[config.mk]
export PLATFORM = sky130hd
export DESIGN_NAME = fpu_round_pack
export DESIGN_NICKNAME = d
export VERILOG_FILES = /design/src/rtl/fpu_round_pack.sv
export SDC_FILE = /design/constraint.sdc
export NUM_CORES = 1
export LEC_CHECK = 0
export ABC_AREA = 1
export CAP_MARGIN = 20
export CORE_MARGIN = 2
export CORE_UTILIZATION = 56
export DETAILED_ROUTE_END_ITERATION = 12
export GPL_ROUTABILITY_DRIVEN = 0
export PLACE_DENSITY = 0.86
export SETUP_SLACK_MARGIN = 0.2
export SYNTH_ARGS = -nofsm -noshare
export SYNTH_HDL_FRONTEND = slang
export SYNTH_SLANG_ARGS = --single-unit
[constraint.sdc]
create_clock -name clk -period 4.4 [get_ports clk]
set_clock_uncertainty 0.1 [all_clocks]
set_input_delay 0.66 -clock clk [delete_from_list [all_inputs] [get_ports clk]]
set_output_delay 0.66 -clock clk [all_outputs]
set_load 0.05 [all_outputs]
[src/rtl/fpu_round_pack.sv]
// rtl/fpu_round_pack.sv - IEEE-754 single-precision rounding and packing pipeline
//
// Purpose: takes an unrounded float {sign, exp, frac, G, R, S} from the
// integer-to-float converter, applies the rounding mode and packs a 32-bit
// single-precision result with inexact and overflow flags. Two-stage
// valid/ready pipeline that carries a ROB tag and supports a same-cycle flush.
//
// Ports:
//   clk, rst               clock, synchronous active-high reset
//   flush                  kill all in-flight operations
//   in_valid/in_ready      input handshake
//   in_data[34:0]          {sign, exp[7:0], frac[22:0], G, R, S}
//   in_rm[2:0]             rounding mode (RNE, RTZ, RDN, RUP, RMM)
//   in_tag[TAG_W-1:0]      tag passed through unchanged
//   out_valid/out_ready    output handshake
//   out_data[31:0]         packed single-precision result
//   out_nx, out_of         inexact and overflow flags
//   out_tag[TAG_W-1:0]     tag of the result
module fpu_round_pack #(
  parameter int TAG_W = 6
) (
  input  logic             clk,
  input  logic             rst,
  input  logic             flush,
  input  logic             in_valid,
  output logic             in_ready,
  input  logic [34:0]      in_data,
  input  logic [2:0]       in_rm,
  input  logic [TAG_W-1:0] in_tag,
  output logic             out_valid,
  input  logic             out_ready,
  output logic [31:0]      out_data,
  output logic             out_nx,
  output logic             out_of,
  output logic [TAG_W-1:0] out_tag
);

  localparam logic [2:0] RM_RTZ = 3'b001;
  localparam logic [2:0] RM_RDN = 3'b010;
  localparam logic [2:0] RM_RUP = 3'b011;
  localparam logic [2:0] RM_RMM = 3'b100;

  // Stage 1 registers
  logic             r_s1_valid;
  logic             r_s1_sign;
  logic [7:0]       r_s1_exp;
  logic [22:0]      r_s1_frac;
  logic             r_s1_nx;
  logic             r_s1_inc;
  logic             r_s1_zero;
  logic [2:0]       r_s1_rm;
  logic [TAG_W-1:0] r_s1_tag;

  // Stage 2 (output) registers
  logic             r_out_valid;
  logic [31:0]      r_out_data;
  logic             r_out_nx;
  logic             r_out_of;
  logic [TAG_W-1:0] r_out_tag;

  logic w_s2_adv;
  logic w_s1_adv;
  logic w_in_xfer;

  assign w_s2_adv  = ~r_out_valid | out_ready;
  assign w_s1_adv  = ~r_s1_valid | w_s2_adv;
  assign in_ready  = w_s1_adv & ~flush;
  assign w_in_xfer = in_valid & in_ready;

  // Stage 1: rounding decision from the guard/round/sticky bits
  logic w_g, w_r, w_s, w_lsb, w_sign, w_inexact, w_inc, w_zero;

  assign w_sign    = in_data[34];
  assign w_lsb     = in_data[3];
  assign w_g       = in_data[2];
  assign w_r       = in_data[1];
  assign w_s       = in_data[0];
  assign w_inexact = w_g | w_r | w_s;
  assign w_zero    = (in_data[33:3] == 31'd0) & ~w_inexact;

  always_comb begin
    w_inc = w_g & (w_r | w_s | w_lsb);  // RNE, also used for undefined codes
    case (in_rm)
      RM_RTZ:  w_inc = 1'b0;
      RM_RDN:  w_inc = w_sign & w_inexact;
      RM_RUP:  w_inc = ~w_sign & w_inexact;
      RM_RMM:  w_inc = w_g;
      default: w_inc = w_g & (w_r | w_s | w_lsb);
    endcase
  end

  // Stage 2: increment {exp,frac} as one field so a mantissa carry bumps exp
  logic [30:0] w_sum;
  logic        w_ovf;
  logic        w_to_inf;
  logic [31:0] w_res_data;
  logic        w_res_nx;
  logic        w_res_of;

  assign w_sum = {r_s1_exp, r_s1_frac} + {30'd0, r_s1_inc};
  assign w_ovf = (w_sum[30:23] == 8'hFF) | (r_s1_exp == 8'hFF);

  // Modes rounding away from the overflow direction saturate to max finite
  always_comb begin
    w_to_inf = 1'b1;
    case (r_s1_rm)
      RM_RTZ:  w_to_inf = 1'b0;
      RM_RDN:  w_to_inf = r_s1_sign;
      RM_RUP:  w_to_inf = ~r_s1_sign;
      default: w_to_inf = 1'b1;
    endcase
  end

  always_comb begin
    w_res_data = {r_s1_sign, w_sum};
    w_res_nx   = r_s1_nx;
    w_res_of   = 1'b0;
    if (r_s1_zero) begin
      w_res_data = {r_s1_sign, 31'd0};
      w_res_nx   = 1'b0;
    end else if (w_ovf) begin
      w_res_data = w_to_inf ? {r_s1_sign, 8'hFF, 23'd0} : {r_s1_sign, 8'hFE, 23'h7FFFFF};
      w_res_nx   = 1'b1;
      w_res_of   = 1'b1;
    end
  end

  always_ff @(posedge clk) begin
    if (rst) begin
      r_s1_valid  <= 1'b0;
      r_s1_sign   <= 1'b0;
      r_s1_exp    <= 8'd0;
      r_s1_frac   <= 23'd0;
      r_s1_nx     <= 1'b0;
      r_s1_inc    <= 1'b0;
      r_s1_zero   <= 1'b0;
      r_s1_rm     <= 3'd0;
      r_s1_tag    <= '0;
      r_out_valid <= 1'b0;
      r_out_data  <= 32'd0;
      r_out_nx    <= 1'b0;
      r_out_of    <= 1'b0;
      r_out_tag   <= '0;
    end else if (flush) begin
      r_s1_valid  <= 1'b0;
      r_out_valid <= 1'b0;
    end else begin
      if (w_s1_adv) begin
        r_s1_valid <= w_in_xfer;
        if (w_in_xfer) begin
          r_s1_sign <= w_sign;
          r_s1_exp  <= in_data[33:26];
          r_s1_frac <= in_data[25:3];
          r_s1_nx   <= w_inexact;
          r_s1_inc  <= w_inc;
          r_s1_zero <= w_zero;
          r_s1_rm   <= in_rm;
          r_s1_tag  <= in_tag;
        end
      end
      if (w_s2_adv) begin
        r_out_valid <= r_s1_valid;
        if (r_s1_valid) begin
          r_out_data <= w_res_data;
          r_out_nx   <= w_res_nx;
          r_out_of   <= w_res_of;
          r_out_tag  <= r_s1_tag;
        end
      end
    end
  end

  assign out_valid = r_out_valid;
  assign out_data  = r_out_data;
  assign out_nx    = r_out_nx;
  assign out_of    = r_out_of;
  assign out_tag   = r_out_tag;

endmodule

==> metrics.txt, run 1 <==
sequential share of power=51.6%; critical path arrival=2.29 ns; clock buffer depth=2; layout cells sized above 1=18.1%; Ys Warns=0; # clock sinks=86; Setup-failing EPs final=0; post-CTS setup buffer count=0; Clock Tree Root=clkbuf_8; Post-CTS Hold Fix Bufs=0; register area=1720 um^2; Hold WC Path Type=flip-flop to flip-flop; port bufs=90; GR Overflow Total=0; PostCTS Resize Cnt=0; DRT iter0 DRCs=275; WS Path Type=input port to output port; # nets final=722; die height=94.1 um; Tightest Pin Transition=0.728 ns; Vias/cell=5.36; Final Hold Viols=0; Achievable Freq=328 MHz; Yosys cell types=30; die area=8850 um^2; Cell Chain, Critical Path=clkdlybuf4s50_1, nor2_1, inv_1, nor2_1, inv_1, nand2_1, inv_1, clkdlybuf4s50_1; Antenna Nets Post-Route=0; Cell Area, Placed=5450 um^2; Worst path slowest cell=clkdlybuf4s50_1; Power Density=286 nW/um^2; CP required=3.64 ns; # IOs=91; number of synthesized register bits=86; routed length per placed instance=14.1 um; clock power share=34.6%; Post-Route WL=10900 um; initial antenna violation count=0; number of global-route vias before repair=3879; DIE WIDTH=94.1 um; # rows=32; largest net degree at the start of global routing=52; relative max-transition margin=51.4%; fillcell total=627; htree depth=3; Crit Path Max Fanout=2; CTS tree=done; Logic pwr share=13.8%; synthesized area=4550 um^2; initial core utilization=58.2%; cell-internal power=1170 uW; clk_lat worst skew=0.37 ns; TritonRoute pass-1 iters=5; critical path's largest stage delay=0.79 ns; # diodes=0; number of CTS-inserted buffers=9; maxcap violations=0; RSZ-0062 raised after global routing=false; DP HPWL=8190 um; Slew Limit Fails=0; via count=4167; Clock transition at path regs=0.09 ns; Synth area leader=dfxtp_1; Tcrit/Tclk final=69.3%; WP buf/inv=5; Sw Pwr=452 uW; Final Critical Period=3.05 ns; core area=7810 um^2; CP Capture Type=output port; setup TNS=0 ns; P&R area growth vs syn=24.9%; register area share after synthesis=37.9%; top area cells in the synthesized netlist=dfxtp_1 (38%), nand2_1 (9.3%), nand3_2 (9.0%); Worst setup SP type=input port; post-route DRC violation count=0; GRT Total Usage=25.8%; first-pass GRT wire length=17700 um; Pleak=0.00215 uW; cells after synthesis=595; synthesized area per cell=7.64 um^2; Final Cell Area=5680 um^2; post-synth top area share=37.9%; syn nets=646; Sw Share=27.9%; most frequent CP cell=inv_1; Worst path top cell family by delay=buffers and inverters; status=complete, no violations; multi-input logic area=2480 um^2; VDD IR-drop max=0.230 mV
[final timing paths]
| path | from | to | slack, ns | cells after the start |
|---|---|---|---|---|
| worst max-delay path | out_ready | in_ready | 1.35 | 8 |
| worst min-delay path | r_s1_tag[0]$_SDFFE_PP0P_ | r_s1_tag[0]$_SDFFE_PP0P_ | 0.35 | 2 |
| worst max register to register | r_s1_inc$_SDFFE_PP0P_ | out_data[23]$_SDFFE_PP0P_ | 1.56 | 16 |
| worst min register to register | r_s1_tag[0]$_SDFFE_PP0P_ | r_s1_tag[0]$_SDFFE_PP0P_ | 0.35 | 2 |
[layout by cell type (no fill, tap or decap), types with 11 or more instances in the layout]
master           instances
nor2_4                  11
o21ai_0                 50
a21oi_2                 20
nand2_1                113
inv_1                   40
clkdlybuf4s50_1         90
xor2_1                  20
dfxtp_1                 86
a21oi_1                 43
nand3_1                 18
nor2_1                  63
nand3_2                 41
[area by class of cell]
type	instances	share of cell area [%]
tap	102	2.25
clock inverter	6	1.28
inverter	47	3.11
clock buffer	9	2.18
sequential	86	30.3
timing repair buffer	96	17.2
multi-input combinational	431	43.6
[worst min-delay path, stage by stage (launching register included)]
cell and delay [ns]:
dfxtp_1 0.31, inv_1 0.06, a21oi_1 0.05
[metrics by stage]
stage,instances,utilization (%),hold slack [ns],setup WS [ns],total power (uW)
3_5_place_dp,761,69.8,0.348,1.31,1070
2_1_floorplan,595,-,0.330,2.20,978
3_3_place_gp,761,69.8,0.340,1.43,1060
4_1_cts,776,72.4,0.362,1.35,1620
5_1_grt,777,72.7,0.382,1.31,1680
6_report,777,72.7,0.353,1.35,1620
[state kept, by name (all words and copies together) (netlist names)]
name / count
r_s1_frac: 23
r_s1_exp: 8
r_s1_sign: 1
r_s1_nx: 1
out_valid: 1
out_tag: 6
out_nx: 1
r_s1_inc: 1
r_s1_valid: 1
r_s1_rm: 3
r_s1_zero: 1
out_of: 1
r_s1_tag: 6
out_data: 32
[layer usage]
layer | track usage (%) | vias up | wire length [um]
li1 | - | 2098 | -
met1 | 32.4 | 1891 | 4830
met2 | 42.1 | 145 | 5030
met3 | 4.57 | 33 | 705
met4 | 13.3 | 0 | 366
met5 | 0 | - | 0
[cell usage after synthesis (all sizes together)]
cell type	number
o211ai	3
nor4	7
clkbuf	21
nand4	2
xnor2	2
inv	47
o21ai	50
nor2	81
nand3b	2
nand2	128
a22oi	1
a31oi	7
ha	2
nor3	4
a21oi	63
nand3	59
xor2	20
buf	10
dfxtp	86
[logic make-up after synthesis]
kind of cell | after synthesis | synth area share, %
adder cells (fa/ha/maj) | 2 | 0.550
flip-flops | 86 | 37.9
XOR/XNOR | 22 | 4.24
AO/OA/AOI/OAI | 124 | 15.7
buffers and inverters | 78 | 7.71
AND/OR/NAND/NOR | 283 | 33.9
[power groups by stage]
stage / Combinational [uW] / Clock [uW] / Sequential [uW]
2_1_floorplan: 112 / 0 / 866
3_3_place_gp: 212 / 0 / 853
3_5_place_dp: 218 / 0 / 854
4_1_cts: 219 / 565 / 836
5_1_grt: 244 / 592 / 841
6_report: 223 / 562 / 837
Note: power is estimated with default switching activity, not from simulation.
==> inputs of run 2 (changes only) <==
- CORE_UTILIZATION: 56 -> 52
- PLACE_DENSITY: 0.86 -> 0.81
- clock period: 4.4 -> 3.1 ns (I/O delays scaled with it)
==> metrics.txt, run 2 (same netlist as run 1, synthesis figures left out) <==
fillcell total=752 (+20%); max reg flops=32 (unchanged); Slew Limit Fails=0 (unchanged); GRT Total Usage=24.1% (-1.6 points); commonest non-fill, non-tap cells in the layout=nand2_1 (113), clkdlybuf4s50_1 (90), dfxtp_1 (86); Hold WC Path Type=flip-flop to flip-flop; # clock sinks=86 (unchanged); Sw Pwr=642 uW (+42%); clock power share=35.1% (+0.5 points); # nets final=725 (+0.42%); reg2reg setup slack=0.40 ns (-1.16 ns); htree depth=3 (unchanged); VDD IR-drop max=0.214 mV (-7.1%); # rows=34 (+6.3%); Crit Path Max Fanout=25 (+23); die area=9510 um^2 (+7.4%); largest net degree at the start of global routing=52 (unchanged); RR Startpoint=r_s1_inc$_SDFFE_PP0P_; relative max-transition margin=43.5% (-7.9 points); crit path to=out_data[23]$_SDFFE_PP0P_; setup TNS=0 ns (unchanged); die height=97.5 um (+3.6%); CTS tree=done; Tcrit/Tclk final=87.1%; post-CTS setup buffer count=0 (unchanged); routed length per placed instance=14.5 um (+3.3%); Vias/cell=5.41 (+0.89%); Achievable Freq=371 MHz; clock buffer depth=2 (unchanged); DP HPWL=8600 um (+5.0%); Clock Tree Root=clkbuf_8; number of global-route vias before repair=4004 (+3.2%); Tightest Pin Transition=0.839 ns (+0.111 ns); maxcap violations=0 (unchanged); number of CTS-inserted buffers=9 (unchanged); Tot Pwr=2330 uW (+43%); DIE WIDTH=97.5 um (+3.6%); port bufs=90 (unchanged); TritonRoute pass-1 iters=5 (unchanged); worst r2r dst=out_data[23]$_SDFFE_PP0P_; # diodes=0 (unchanged); cell-internal power=1690 uW (+44%); RSZ-0062 raised after global routing=false; initial core utilization=52.9% (-5.3 points); clk_lat worst skew=0.36 ns (about the same); first-pass GRT wire length=18900 um (+6.4%); GR Overflow Total=0 (unchanged); R2R cell count=16 (unchanged); CP required=3.29 ns (-0.35 ns); via count=4258 (+2.2%); most common cell after layout, fill and taps aside=nand2_1; Post-Route WL=11400 um (+4.6%); Power Density=408 nW/um^2 (+43%); status=complete, no violations; CP Capture Type=flip-flop; DRT iter0 DRCs=304 (+11%); WS Path Type=flip-flop to flip-flop; Final Hold Viols=0 (unchanged); core area=8590 um^2 (+10%); Logic pwr share=13.8% (about the same); Antenna Nets Post-Route=0 (unchanged); initial antenna violation count=0 (unchanged); Setup-failing EPs final=0 (unchanged); layout cells sized above 1=18.6% (+0.48 points); # IOs=91 (unchanged); Sw Share=27.6% (-0.27 points); crit path launch=r_s1_inc$_SDFFE_PP0P_; Clock transition at path regs=0.09 ns (about the same); Worst setup SP type=flip-flop; Pleak=0.00214 uW (-0.35%); sequential share of power=51.1% (-0.5 points); Final Critical Period=2.70 ns; register area=1720 um^2 (unchanged); P&R area growth vs syn=25.5%; multi-input logic area=2490 um^2 (+0.71%); critical path arrival=2.89 ns (+0.60 ns); post-route DRC violation count=0 (unchanged)
run 2: worst max-delay path: stages, from the launching register on:
cell     delay [ns]
dfxtp_1        0.36
ha_1           0.17
ha_1           0.20
nand2_2        0.08
nor2_4         0.15
nand2_2        0.10
nor2_4         0.16
nand3_1        0.10
nand2_1        0.10
nand2_1        0.06
nor2_2         0.21
nand2_8        0.18
nand2_4        0.14
nand2_8        0.17
nand2_1        0.15
nand2_1        0.06
a21oi_1        0.12
run 2: how the worst min path moves through the flow:
stage / from / endpoint / slack (ns) / cells after the start
after floorplan: r_s1_tag[0]$_SDFFE_PP0P_ / r_s1_tag[0]$_SDFFE_PP0P_ / 0.33 / 2
after global placement: r_s1_tag[4]$_SDFFE_PP0P_ / r_s1_tag[4]$_SDFFE_PP0P_ / 0.34 / 2
after detailed placement: r_s1_tag[4]$_SDFFE_PP0P_ / r_s1_tag[4]$_SDFFE_PP0P_ / 0.35 / 2
after CTS: r_s1_tag[4]$_SDFFE_PP0P_ / out_tag[4]$_SDFFE_PP0P_ / 0.37 / 2
after global routing: r_s1_tag[3]$_SDFFE_PP0P_ / r_s1_tag[3]$_SDFFE_PP0P_ / 0.39 / 2
final: r_s1_tag[4]$_SDFFE_PP0P_ / r_s1_tag[4]$_SDFFE_PP0P_ / 0.36 / 2
run 2: per-layer routing:
layer	vias to the layer above	part of all wire, %	GRT usage (%)
met5	-	0	0
met4	0	2.3	9.62
met3	30	6.5	3.53
met2	185	46	38.9
met1	1944	45	32.6
li1	2099	-	-
run 2: repair_timing:
action,CTS,global route
setup endpoints to repair,0,15
resized for setup,0,2
hold buffers,0,0
run 2: power groups by stage:
| stage | registers, uW | logic [uW] | clock network [uW] |
|---|---|---|---|
| floorplan | 1230 | 160 | 0 |
| global placement | 1210 | 308 | 0 |
| detailed placement | 1210 | 313 | 0 |
| CTS | 1190 | 316 | 828 |
| global route | 1190 | 349 | 870 |
| finish | 1190 | 321 | 818 |
run 2: stage by stage:
step                area [um^2]  setup slack [ns]  instances  hold WS, ns  utilization (%)
finish                     5700             0.401        787        0.360             66.4
global route               5700             0.226        787        0.391             66.4
CTS                        5690             0.328        787        0.366             66.2
detailed placement         5480             0.362        771        0.352             63.7
global placement           5480             0.519        771        0.339             63.7
floorplan                  4550             0.895        595        0.330                -
run 2: cell type report:
type,count,area share (%)
inverter,47,3.09
multi-input combinational,431,43.7
tap,108,2.37
clock buffer,10,2.41
clock inverter,6,1.23
sequential,86,30.2
timing repair buffer,99,17.0
==> inputs of run 3 (changes only) <==
- CAP_MARGIN: 20 -> not set
==> results of run 3 <==
The final DEF is identical to that of run 2; final timing and power are the same.
